==> src/rtl/rate_counter_pair.sv <==
// Slow/fast up-down counter pair driven from a single clock, with a prescaler tick,
// a registered slow square wave and terminal-count pulses. Define COUNT_SAT_EN to saturate instead of wrap.
module rate_counter_pair #(
  parameter int WIDTH = 3,
  parameter int DIV   = 4
) (
  input  logic             clk_f,
  input  logic             rst,
  input  logic             clr,
  input  logic [1:0]       x,
  input  logic             up_dn,
  output logic             tick_s,
  output logic             clk_s,
  output logic [WIDTH-1:0] count_s,
  output logic [WIDTH-1:0] count_f,
  output logic             tc_s,
  output logic             tc_f
);

  localparam int PRE_W = (DIV > 1) ? $clog2(DIV) : 1;
  localparam logic [PRE_W-1:0] PRE_LAST  = PRE_W'(DIV - 1);
  localparam logic [WIDTH-1:0] COUNT_MAX = '1;

  typedef enum logic [1:0] {
    MODE_SLOW = 2'b00,
    MODE_FAST = 2'b01,
    MODE_BOTH = 2'b10,
    MODE_HOLD = 2'b11
  } mode_e;

  logic [PRE_W-1:0] pre_cnt;
  mode_e            mode;
  logic             step_s, step_f;
  logic             bound_s, bound_f;
  logic [WIDTH-1:0] next_s, next_f;
  logic             pre_wrap;

  assign mode     = mode_e'(x);
  assign pre_wrap = (pre_cnt == PRE_LAST);

  // NOTE: every variable assigned here gets a default first, so no latch is inferred.
  always_comb begin
    step_s  = tick_s && (mode == MODE_SLOW || mode == MODE_BOTH);
    step_f  = (mode == MODE_FAST || mode == MODE_BOTH);
    bound_s = up_dn ? (count_s == COUNT_MAX) : (count_s == '0);
    bound_f = up_dn ? (count_f == COUNT_MAX) : (count_f == '0);
    next_s  = count_s;
    next_f  = count_f;
`ifdef COUNT_SAT_EN
    // A blocked step at the bound leaves the count where it is.
    if (step_s && !bound_s) next_s = up_dn ? count_s + 1'b1 : count_s - 1'b1;
    if (step_f && !bound_f) next_f = up_dn ? count_f + 1'b1 : count_f - 1'b1;
`else
    // Modulo-2^WIDTH arithmetic gives the wrap for free.
    if (step_s) next_s = up_dn ? count_s + 1'b1 : count_s - 1'b1;
    if (step_f) next_f = up_dn ? count_f + 1'b1 : count_f - 1'b1;
`endif
  end

  // NOTE: sequential state uses non-blocking assignments so every register samples pre-edge values.
  always_ff @(posedge clk_f or negedge rst) begin
    if (!rst) begin
      pre_cnt <= '0;
      tick_s  <= 1'b0;
      clk_s   <= 1'b0;
      count_s <= '0;
      count_f <= '0;
      tc_s    <= 1'b0;
      tc_f    <= 1'b0;
    end else if (clr) begin
      // clk_s deliberately keeps its phase across a clear.
      pre_cnt <= '0;
      tick_s  <= 1'b0;
      count_s <= '0;
      count_f <= '0;
      tc_s    <= 1'b0;
      tc_f    <= 1'b0;
    end else begin
      if (pre_wrap) begin
        pre_cnt <= '0;
        tick_s  <= 1'b1;
        clk_s   <= ~clk_s;
      end else begin
        pre_cnt <= pre_cnt + 1'b1;
        tick_s  <= 1'b0;
      end
      count_s <= next_s;
      count_f <= next_f;
      tc_s    <= step_s && bound_s;
      tc_f    <= step_f && bound_f;
    end
  end

endmodule
==> config.mk <==
export PLATFORM = sky130hd
export DESIGN_NAME = rate_counter_pair
export DESIGN_NICKNAME = d
export VERILOG_FILES = /design/src/rtl/rate_counter_pair.sv
export SDC_FILE = /design/constraint.sdc
export NUM_CORES = 1
export LEC_CHECK = 0
export CAP_MARGIN = 20
export CORE_UTILIZATION = 45
export DETAILED_ROUTE_END_ITERATION = 6
export PLACE_DENSITY = 0.81
export REMOVE_ABC_BUFFERS = 1
export SLEW_MARGIN = 20
export SYNTH_ARGS = -nofsm -noshare
export SYNTH_HDL_FRONTEND = slang
export SYNTH_SLANG_ARGS = --single-unit
==> constraint.sdc <==
create_clock -name clk_f -period 1.7 [get_ports clk_f]
set_input_delay 0.34 -clock clk_f [delete_from_list [all_inputs] [get_ports clk_f]]
set_output_delay 0.34 -clock clk_f [all_outputs]
set_load 0.02 [all_outputs]
==> Word-level counts from Yosys, hierarchy flattened <==
Cells that the tools add are included.
{ "totals": {"reg_bits": 12, "elab_cells": 44, "out_inout_bits": 10, "input_bits": 6} }
{ "classes": {"n_eq_ne": 5, "muxes": 14, "n_addsub": 5, "reduce_logical": 11, "n_bitwise": 2} }
{ "ops": {"columns": ["operator", "n"], "rows": [
  ["2-to-1 mux 3 bit", 6],
  ["adder 3 x 1 -> 3 bit, second input constant", 2],
  ["== test 3 bit, second input constant", 2],
  ["zero test 3 bit", 2],
  ["2-to-1 mux 1 bit", 6],
  ["subtractor 3 x 1 -> 3 bit, second input constant", 2],
  ["== test 2 bit, second input constant", 2],
  ["2-to-1 mux 2 bit", 2],
  ["nonzero test 2 bit", 2],
  ["logical AND 1 bit", 3],
  ["adder 2 x 1 -> 2 bit, second input constant", 1],
  ["== test 2 x 1 -> 1 bit, second input constant", 1],
  ["zero test 2 bit", 1],
  ["logical OR 1 bit", 2],
  ["NOT 1 bit", 2],
  ["AND reduction 2 bit", 1]
]} }

==> Logic depth before layout (Yosys ltp) <==
Gate-level depths: netlist (run 1).
{ "depth": {"ltp_word": 5, "ltp_mapped": 5, "ltp_nobuf": 5} }

==> Worst setup path before layout (run 1) <==
Ideal clock, no wire load.
{ "synth_path": {"kind": "reg-to-reg", "start": "reg count_s[0]", "end": "reg count_s[2]", "path_slack_ns": 0.092, "arrival_time_ns": 1.529, "stages_incl_launch_ff": 6, "required_time_ns": 1.622, "setup_time_ns": 0.078, "path_cell_list": "dfrtp_1 -> inv_1 -> fa_1 -> xnor2_1 -> or3_1 -> a21oi_1"} }
{ "synth_between": {"elab_chain_cells": 4} }
{ "synth_rtl": {"columns": ["item", "line", "text"], "rows": [
  ["from (decl)", "14", "output logic [WIDTH-1:0] count_s,"],
  ["from (signal assigned)", "87", "count_s <= next_s;"],
  ["subtractor 3 x 1 -> 3 bit / adder 3 x 1 -> 3 bit (equally long branches)", "55", "if (step_s) next_s = up_dn ? count_s + 1'b1 : count_s - 1'b1;"],
  ["2-to-1 mux 3 bit * (2 in a row)", "55", null],
  ["2-to-1 mux 3 bit *", "70", "end else if (clr) begin"]
]} }
Mark *: on every way between the ends. The rest lies on a longest branch, timed or not. The select of a mux whose other input is x is not followed.
A chain may end at the register's enable or synchronous reset.

==> Worst setup path after layout (run 1) <==
{ "layout_path": {"start": "reg count_s[1]", "end": "out count_s[1]"} }
No word-level cell between the ends.

==> key figures, run 1 <==
Cells and area
  – Synth-to-Final Area Change: 36.3%
  – Proportion of layout cells with a drive suffix above 1: 0.147
  – Multi-input gate area in the final layout: roughly 270 um2
  – Post-layout util: 0.698
  – Number of antenna diodes: 0
  – Area of all sequential standard cells: approximately 300 um2
  – Number of inserted filler cells in the final layout: 102
  – Number of nets in the finished design: 88

Flow run
  – Max-capacitance violation count: 0

Place
  – Weighted congestion at the end of routability-driven global placement: a little under 0.7
  – Dpl hpwl: 833 um
  – Count of buffers inserted at the top-level ports: 15

Die
  – Die W: ~38 um
  – Die Y-Extent: 38.5 um
  – Die area: roughly 1500 um2
  – Number of I/O pins: 16
  – Initial Util: 0.512
  – Total core area: between 1000 and 1500 um2
  – Floorplan row count: 12

Synthesis
  – Cell taking the most area after synthesis: sky130_fd_sc_hd__dfrtp_1
  – Multiplexer share of the synthesized area: 0.0188
  – Cell variety after synth: 22
  – Sequential share of the synthesized area: 0.501
  – Compound-Gate Fraction of Synth Area: 0.0856
  – Area of the mapped netlist: 599 um2
  – Simple-Gate Fraction of Synth Area: 0.148
  – Yosys synthesis warning count: 0
  – Mean area per synthesized cell: around 11 um2
  – Share of synthesized flip-flops with an asynchronous set or reset: 1.00
  – EDFF count, synth: 0
  – Dominant synthesized flop cell: sky130_fd_sc_hd__dfrtp_1
  – Post-synthesis register bit count: 12
  – Dominant combinational cell family by area after synthesis: simple AND/OR/NAND/NOR gates
  – Dominant cell by count in the synthesized netlist: sky130_fd_sc_hd__dfrtp_1
  – Area share of the largest cell type after synthesis: 0.501
  – Fraction of synthesized cell area in xor and xnor cells: 0.0731
  – Top post-synthesis cells by area: sky130_fd_sc_hd__dfrtp_1 50%, sky130_fd_sc_hd__fa_1 6.7%, sky130_fd_sc_hd__ha_1 6.3%, sky130_fd_sc_hd__xnor2_1 4.4%, sky130_fd_sc_hd__inv_1 3.8%
  – Most frequent cells after synthesis: 12 x sky130_fd_sc_hd__dfrtp_1, 6 x sky130_fd_sc_hd__inv_1, 4 x sky130_fd_sc_hd__a21oi_1, 4 x sky130_fd_sc_hd__nor2_1
  – Synthesized-area fraction occupied by adder cells: 0.129
  – Count of mapped cells out of synthesis: 54

CTS
  – Clock buffer depth: 2
  – Root cell of the clock tree: sky130_fd_sc_hd__clkbuf_4
  – Number of buffers added by the clock tree synthesis step: 3
  – Clock slew at the register clock pins of the worst setup and hold paths: 80 ps
  – CTS sink cnt: 12
  – Insertion delay of the later-clocked pin in the worst-skew pair: between 200 and 300 ps
  – CTS tree: yes
  – Total number of H-tree levels: 1

Setup path
  – Type of element capturing the critical path: output port
  – Required arrival time at the worst endpoint: between 1000 and 1500 ps
  – Crit path DAT: around 1300 ps
  – Peak fanout along the critical path: 5
  – Highest-delay cell along the critical path: sky130_fd_sc_hd__clkdlybuf4s50_1
  – Biggest cell delay along the critical path: roughly 620 ps
  – Worst setup path category: register to output port
  – Critical Path Start Type: register
  – Worst-path cell chain: clkdlybuf4s50_1
  – Critical path's top delay family: buffers and inverters
  – Worst path buffer plus inverter count: 1

Drt
  – DRC violation count after routing: 0
  – Violation count after the first detailed-routing iteration: 7
  – Vias after detailed routing: about 440
  – Final routed wire length divided by cell count: 12.3 um
  – First-pass detailed-route iteration total: 4
  – Number of vias per cell: 4.97
  – Final wirelength: 1090 um
  – Post-route ant nets: 0

Timing
  – Worst-margin pin slew: roughly 540 ps
  – Final setup violation count: 0
  – Sum of negative setup slack: 0 ps
  – RSZ-0062 raised after global routing: false
  – Portion of the clock cycle consumed by the worst path in the final layout: 0.967
  – Fmax: between 600 and 700 MHz
  – Hold Vio Cnt, Final: 0
  – Final number of max-transition violations: 0
  – Tightest slew margin relative to the limit: 0.641
  – Setup skew after layout: 8.30 ps
  – Minimum clock period after layout: between 1500 and 2000 ps

Global routing
  – Wire length of the first global-routing pass: 1730 um
  – Total GRT Usage: 0.178
  – Largest net degree at the start of global routing: 13
  – Antenna violations before repair: 0
  – Via count of the first global-routing pass: just over 400
  – Remaining global-route overflow: 0

Power
  – VDD IR-drop max: around 0.00060 V
  – Cell area power density: 886 nW/um2
  – Leak pwr: ~0.37 nW

Hold path
  – Type of the tightest min-delay check: primary input to async pin

Run status
  – Status: completed
==> power breakdown <==
part           switching (mW)  total (mW)  leakage [nW]  internal (mW)
Sequential             0.0258       0.344         0.161          0.319
Clock                  0.0902       0.172        0.0138         0.0819
Combinational           0.101       0.207         0.197          0.106
Total                   0.217       0.724         0.371          0.507
==> per-layer routing <==
metal  global-route usage  up-vias  wire (um)
met3               0.0523        2         56
met1                0.213      202        494
met5                    0        -          0
met4               0.0776        0         16
met2                0.292       14        526
li1                     -      224          -
==> layout make-up <==
| type | instances | share of cell area |
|---|---|---|
| clock buffers | 3 | 0.0276 |
| inverters | 6 | 0.0276 |
| multi-input cells | 35 | 0.334 |
| flip-flops and latches | 12 | 0.368 |
| well taps | 14 | 0.0214 |
| repair buffers | 19 | 0.222 |
==> layout by cell type, fill, tap and decap left out, drive strengths merged <==
master	n
o21ai	2
clkbuf	3
or2	1
dlymetal6s2s	1
fa	2
mux2	1
xnor2	3
nand4	2
xor2	2
nor2	4
dfrtp	12
a21oi	4
inv	6
a31o	1
nand2b	2
dlygate4sd2	1
or4	2
ha	3
nor3	1
a211oi	1
buf	4
clkdlybuf4s50	13
nand2	1
nor2b	2
or3	1
==> metrics by stage <==
stage / setup WS (ps) / area, um2 / power (mW) / std cells / hold slack [ps]
2_1_floorplan: 93.4 / 596 / 0.454 / 53 / 44.4
3_3_place_gp: -271 / 793 / 0.551 / 86 / 433
3_5_place_dp: -290 / 793 / 0.561 / 86 / 431
4_1_cts: 31.4 / 815 / 0.732 / 89 / 431
5_1_grt: 8.62 / 817 / 0.766 / 89 / 456
6_report: 56.0 / 817 / 0.724 / 89 / 415
==> kinds of logic (layout without fill, tap and decap cells) <==
kind of cell,count (synthesis),count (layout)
simple gates,16,16
flops,12,12
compound gates,8,8
buf+inv,7,28
fa+ha+maj,5,5
xor+xnor,5,5
mux,1,1
==> path summary, 6_finish.rpt <==
kind,startpoint,endpoint,slack [ps],cells past startpoint
max in group asynchronous,rst,count_s[2],920,1
min in group clk_f,pre_cnt[0],pre_cnt[0],440,1
min,rst,count_s[1],410,1
max,count_s[1],count_s[1],60,1
max reg2reg,count_s[0],count_s[2],170,5
min reg2reg,pre_cnt[0],pre_cnt[0],440,1
==> sequential cells by signal, indices dropped and copies added (netlist names) <==
name / flops
tick_s: 1
tc_s: 1
clk_s: 1
tc_f: 1
count_s: 3
count_f: 3
pre_cnt: 2
==> what timing repair did <==
action                                  CTS  global route
buffers inserted                          0             0
gates resized for setup                   1             1
hold buffers                              0             0
endpoints found under the setup margin    1             1
Power figures use the tool's default switching activity.
==> run 2: changes to the inputs <==
CORE_AREA = 2 2 39 41   (was not set)
CORE_UTILIZATION = not set   (was 45)
CTS_BUF_LIST = sky130_fd_sc_hd__clkbuf_4 sky130_fd_sc_hd__clkbuf_8   (was not set)
DIE_AREA = 0 0 41 43   (was not set)
==> run 2 against run 1 <==
Effect of this change: count of clock-buffer cells in the layout grew 1; register-to-register slack lost 120 ps; first-iteration DRC count is 110% higher; setup slack worse by 18 ps; routed wire length rose by 30%; critical path type unchanged; highest routed layer unchanged.
==> key figures, run 2 (synthesis gave the netlist of run 1 again) <==
Setup path
  – Biggest cell delay along the critical path: 620 ps (about the same)
  – Worst path buffer plus inverter count: 1 (unchanged)
  – Start of the worst register-to-register path: count_f[0]
  – Critical Path Start Type: register
  – Type of element capturing the critical path: output port
  – Worst setup path category: register to output port
  – Critical path's top delay family: buffers and inverters
  – R2r setup slk: 50 ps (-120 ps)
  – Required arrival time at the worst endpoint: 1360 ps (about the same)
  – Worst-path cell chain: clkdlybuf4s50_1
  – Crit path DAT: 1320 ps (+20 ps)
  – Critical Path End: count_f[2]
  – FF-to-FF path depth: 5 (unchanged)
  – Launch point of the worst path: count_f[2]
  – Peak fanout along the critical path: 5 (unchanged)
  – Crit Reg-Reg Endpoint: count_f[2]
  – Highest-delay cell along the critical path: sky130_fd_sc_hd__clkdlybuf4s50_1
  – Logic depth of the worst path, buffers included: 1 (unchanged)

Timing
  – Sum of negative setup slack: 0 ps (unchanged)
  – Hold Vio Cnt, Final: 0 (unchanged)
  – Setup skew after layout: 3.23 ps (-5.07 ps)
  – Fmax: 602 MHz (-1.1%)
  – Tightest slew margin relative to the limit: 0.632 (-0.00923)
  – Worst-margin pin slew: 551 ps (+13.8 ps)
  – Final setup violation count: 0 (unchanged)
  – Portion of the clock cycle consumed by the worst path in the final layout: 0.978 (+0.0105)
  – Worst Setup Slack, final: 38.1 ps (-17.9 ps)
  – Hold Slack: 408 ps (-7.01 ps)
  – Final number of max-transition violations: 0 (unchanged)
  – Minimum clock period after layout: 1660 ps (+17.9 ps)

CTS
  – CTS sink cnt: 12 (unchanged)
  – Insertion delay of the later-clocked pin in the worst-skew pair: 280 ps (about the same)
  – Number of setup buffers added after CTS: 0 (unchanged)
  – Root cell of the clock tree: sky130_fd_sc_hd__clkbuf_4
  – Clock slew at the register clock pins of the worst setup and hold paths: 80 ps (about the same)
  – CTS Hold Bufs: 0 (unchanged)
  – Number of buffers added by the clock tree synthesis step: 3 (unchanged)
  – Count of cells resized by post-cts repair: 1 (unchanged)
  – Clock buffer depth: 2 (unchanged)
  – CTS tree: yes
  – Total number of H-tree levels: 1 (unchanged)

Die
  – Initial Util: 0.433 (-0.0787)
  – Die W: 41 um (+6.5%)
  – Total core area: 1380 um2 (+18%)
  – Die Y-Extent: 43 um (+12%)
  – Die area: 1760 um2 (+19%)
  – Number of I/O pins: 16 (unchanged)
  – Floorplan row count: 14 (+2)

Place
  – Setup Slack @ Placement: -345 ps (-54.6 ps)
  – Placed Cells: 90 (+4.7%)
  – Weighted congestion at the end of routability-driven global placement: 0.747 (+8.6%)
  – Area after detailed placement: 811 um2 (+2.2%)
  – Count of buffers inserted at the top-level ports: 15 (unchanged)
  – Dpl hpwl: 1020 um (+22%)

Run status
  – Status: completed

Global routing
  – Via count of the first global-routing pass: 477 (+15%)
  – Largest net degree at the start of global routing: 13 (unchanged)
  – Total GRT Usage: 0.197 (+0.0188)
  – Remaining global-route overflow: 0 (unchanged)
  – Wire length of the first global-routing pass: 2190 um (+26%)
  – Antenna violations before repair: 0 (unchanged)

Drt
  – Final routed wire length divided by cell count: 15.2 um (+23%)
  – Final wirelength: 1430 um (+30%)
  – First-pass detailed-route iteration total: 4 (unchanged)
  – DRC violation count after routing: 0 (unchanged)
  – Violation count after the first detailed-routing iteration: 15 (+8)
  – Vias after detailed routing: 487 (+10%)
  – Post-route ant nets: 0 (unchanged)
  – Number of vias per cell: 5.18 (+4.3%)

Cells and area
  – Number of antenna diodes: 0 (unchanged)
  – Number of nets in the finished design: 90 (+2.3%)
  – Top library cells by usage in the layout, fill and taps aside: 12 x sky130_fd_sc_hd__dfrtp_1, 11 x sky130_fd_sc_hd__clkdlybuf4s50_1, 6 x sky130_fd_sc_hd__inv_1, 6 x sky130_fd_sc_hd__buf_4
  – Proportion of layout cells with a drive suffix above 1: 0.179 (+0.0328)
  – Biggest regs: count_f (3), count_s (3), pre_cnt (2)
  – Summed area of non-filler cells in the final layout: 853 um2 (+4.4%)
  – Post-layout util: 0.617 (-0.0810)
  – Synth-to-Final Area Change: 42.4%
  – Most frequent standard cell in the layout excluding fill and tap cells: sky130_fd_sc_hd__dfrtp_1
  – Count of non-filler cells in the finished layout: 94 (+5.6%)

Power
  – Design Power: 0.805 mW (+11%)
  – Cell area power density: 943 nW/um2 (+6.5%)
  – VDD IR-drop max: 0.000499 V (-16%)
  – Leak pwr: 0.425 nW (+14%)

Hold path
  – Type of the tightest min-delay check: primary input to async pin

Flow run
  – Max-capacitance violation count: 0 (unchanged)
run 2: routing by layer:
metal,global-route usage,vias up,wire length (um)
li1,-,229,-
met1,0.237,233,580
met2,0.281,19,739
met3,0.0681,6,62
met4,0.133,0,44
met5,0,-,0
run 2: layout make-up:
class	instances	area (um2)
clock buffer	4	36.3
timing repair buffer	21	201
multi-input combinational	35	273
tap	16	20.0
sequential	12	300
inverter	6	22.5
fill	118	531
run 2: how the worst min path moves through the flow:
stage,endpoint,slack [ps],cells past startpoint
final,count_s[2],410,1
after global routing,tc_s,440,1
after CTS,tc_s,420,1
after detailed placement,pre_cnt[0],430,1
after global placement,pre_cnt[0],420,1
after floorplan,clk_s,40,0
run 2: report_power, final:
part           switching [mW]  internal [mW]
Combinational           0.110          0.110
Clock                   0.107          0.130
Sequential             0.0283          0.318
Total                   0.246          0.559
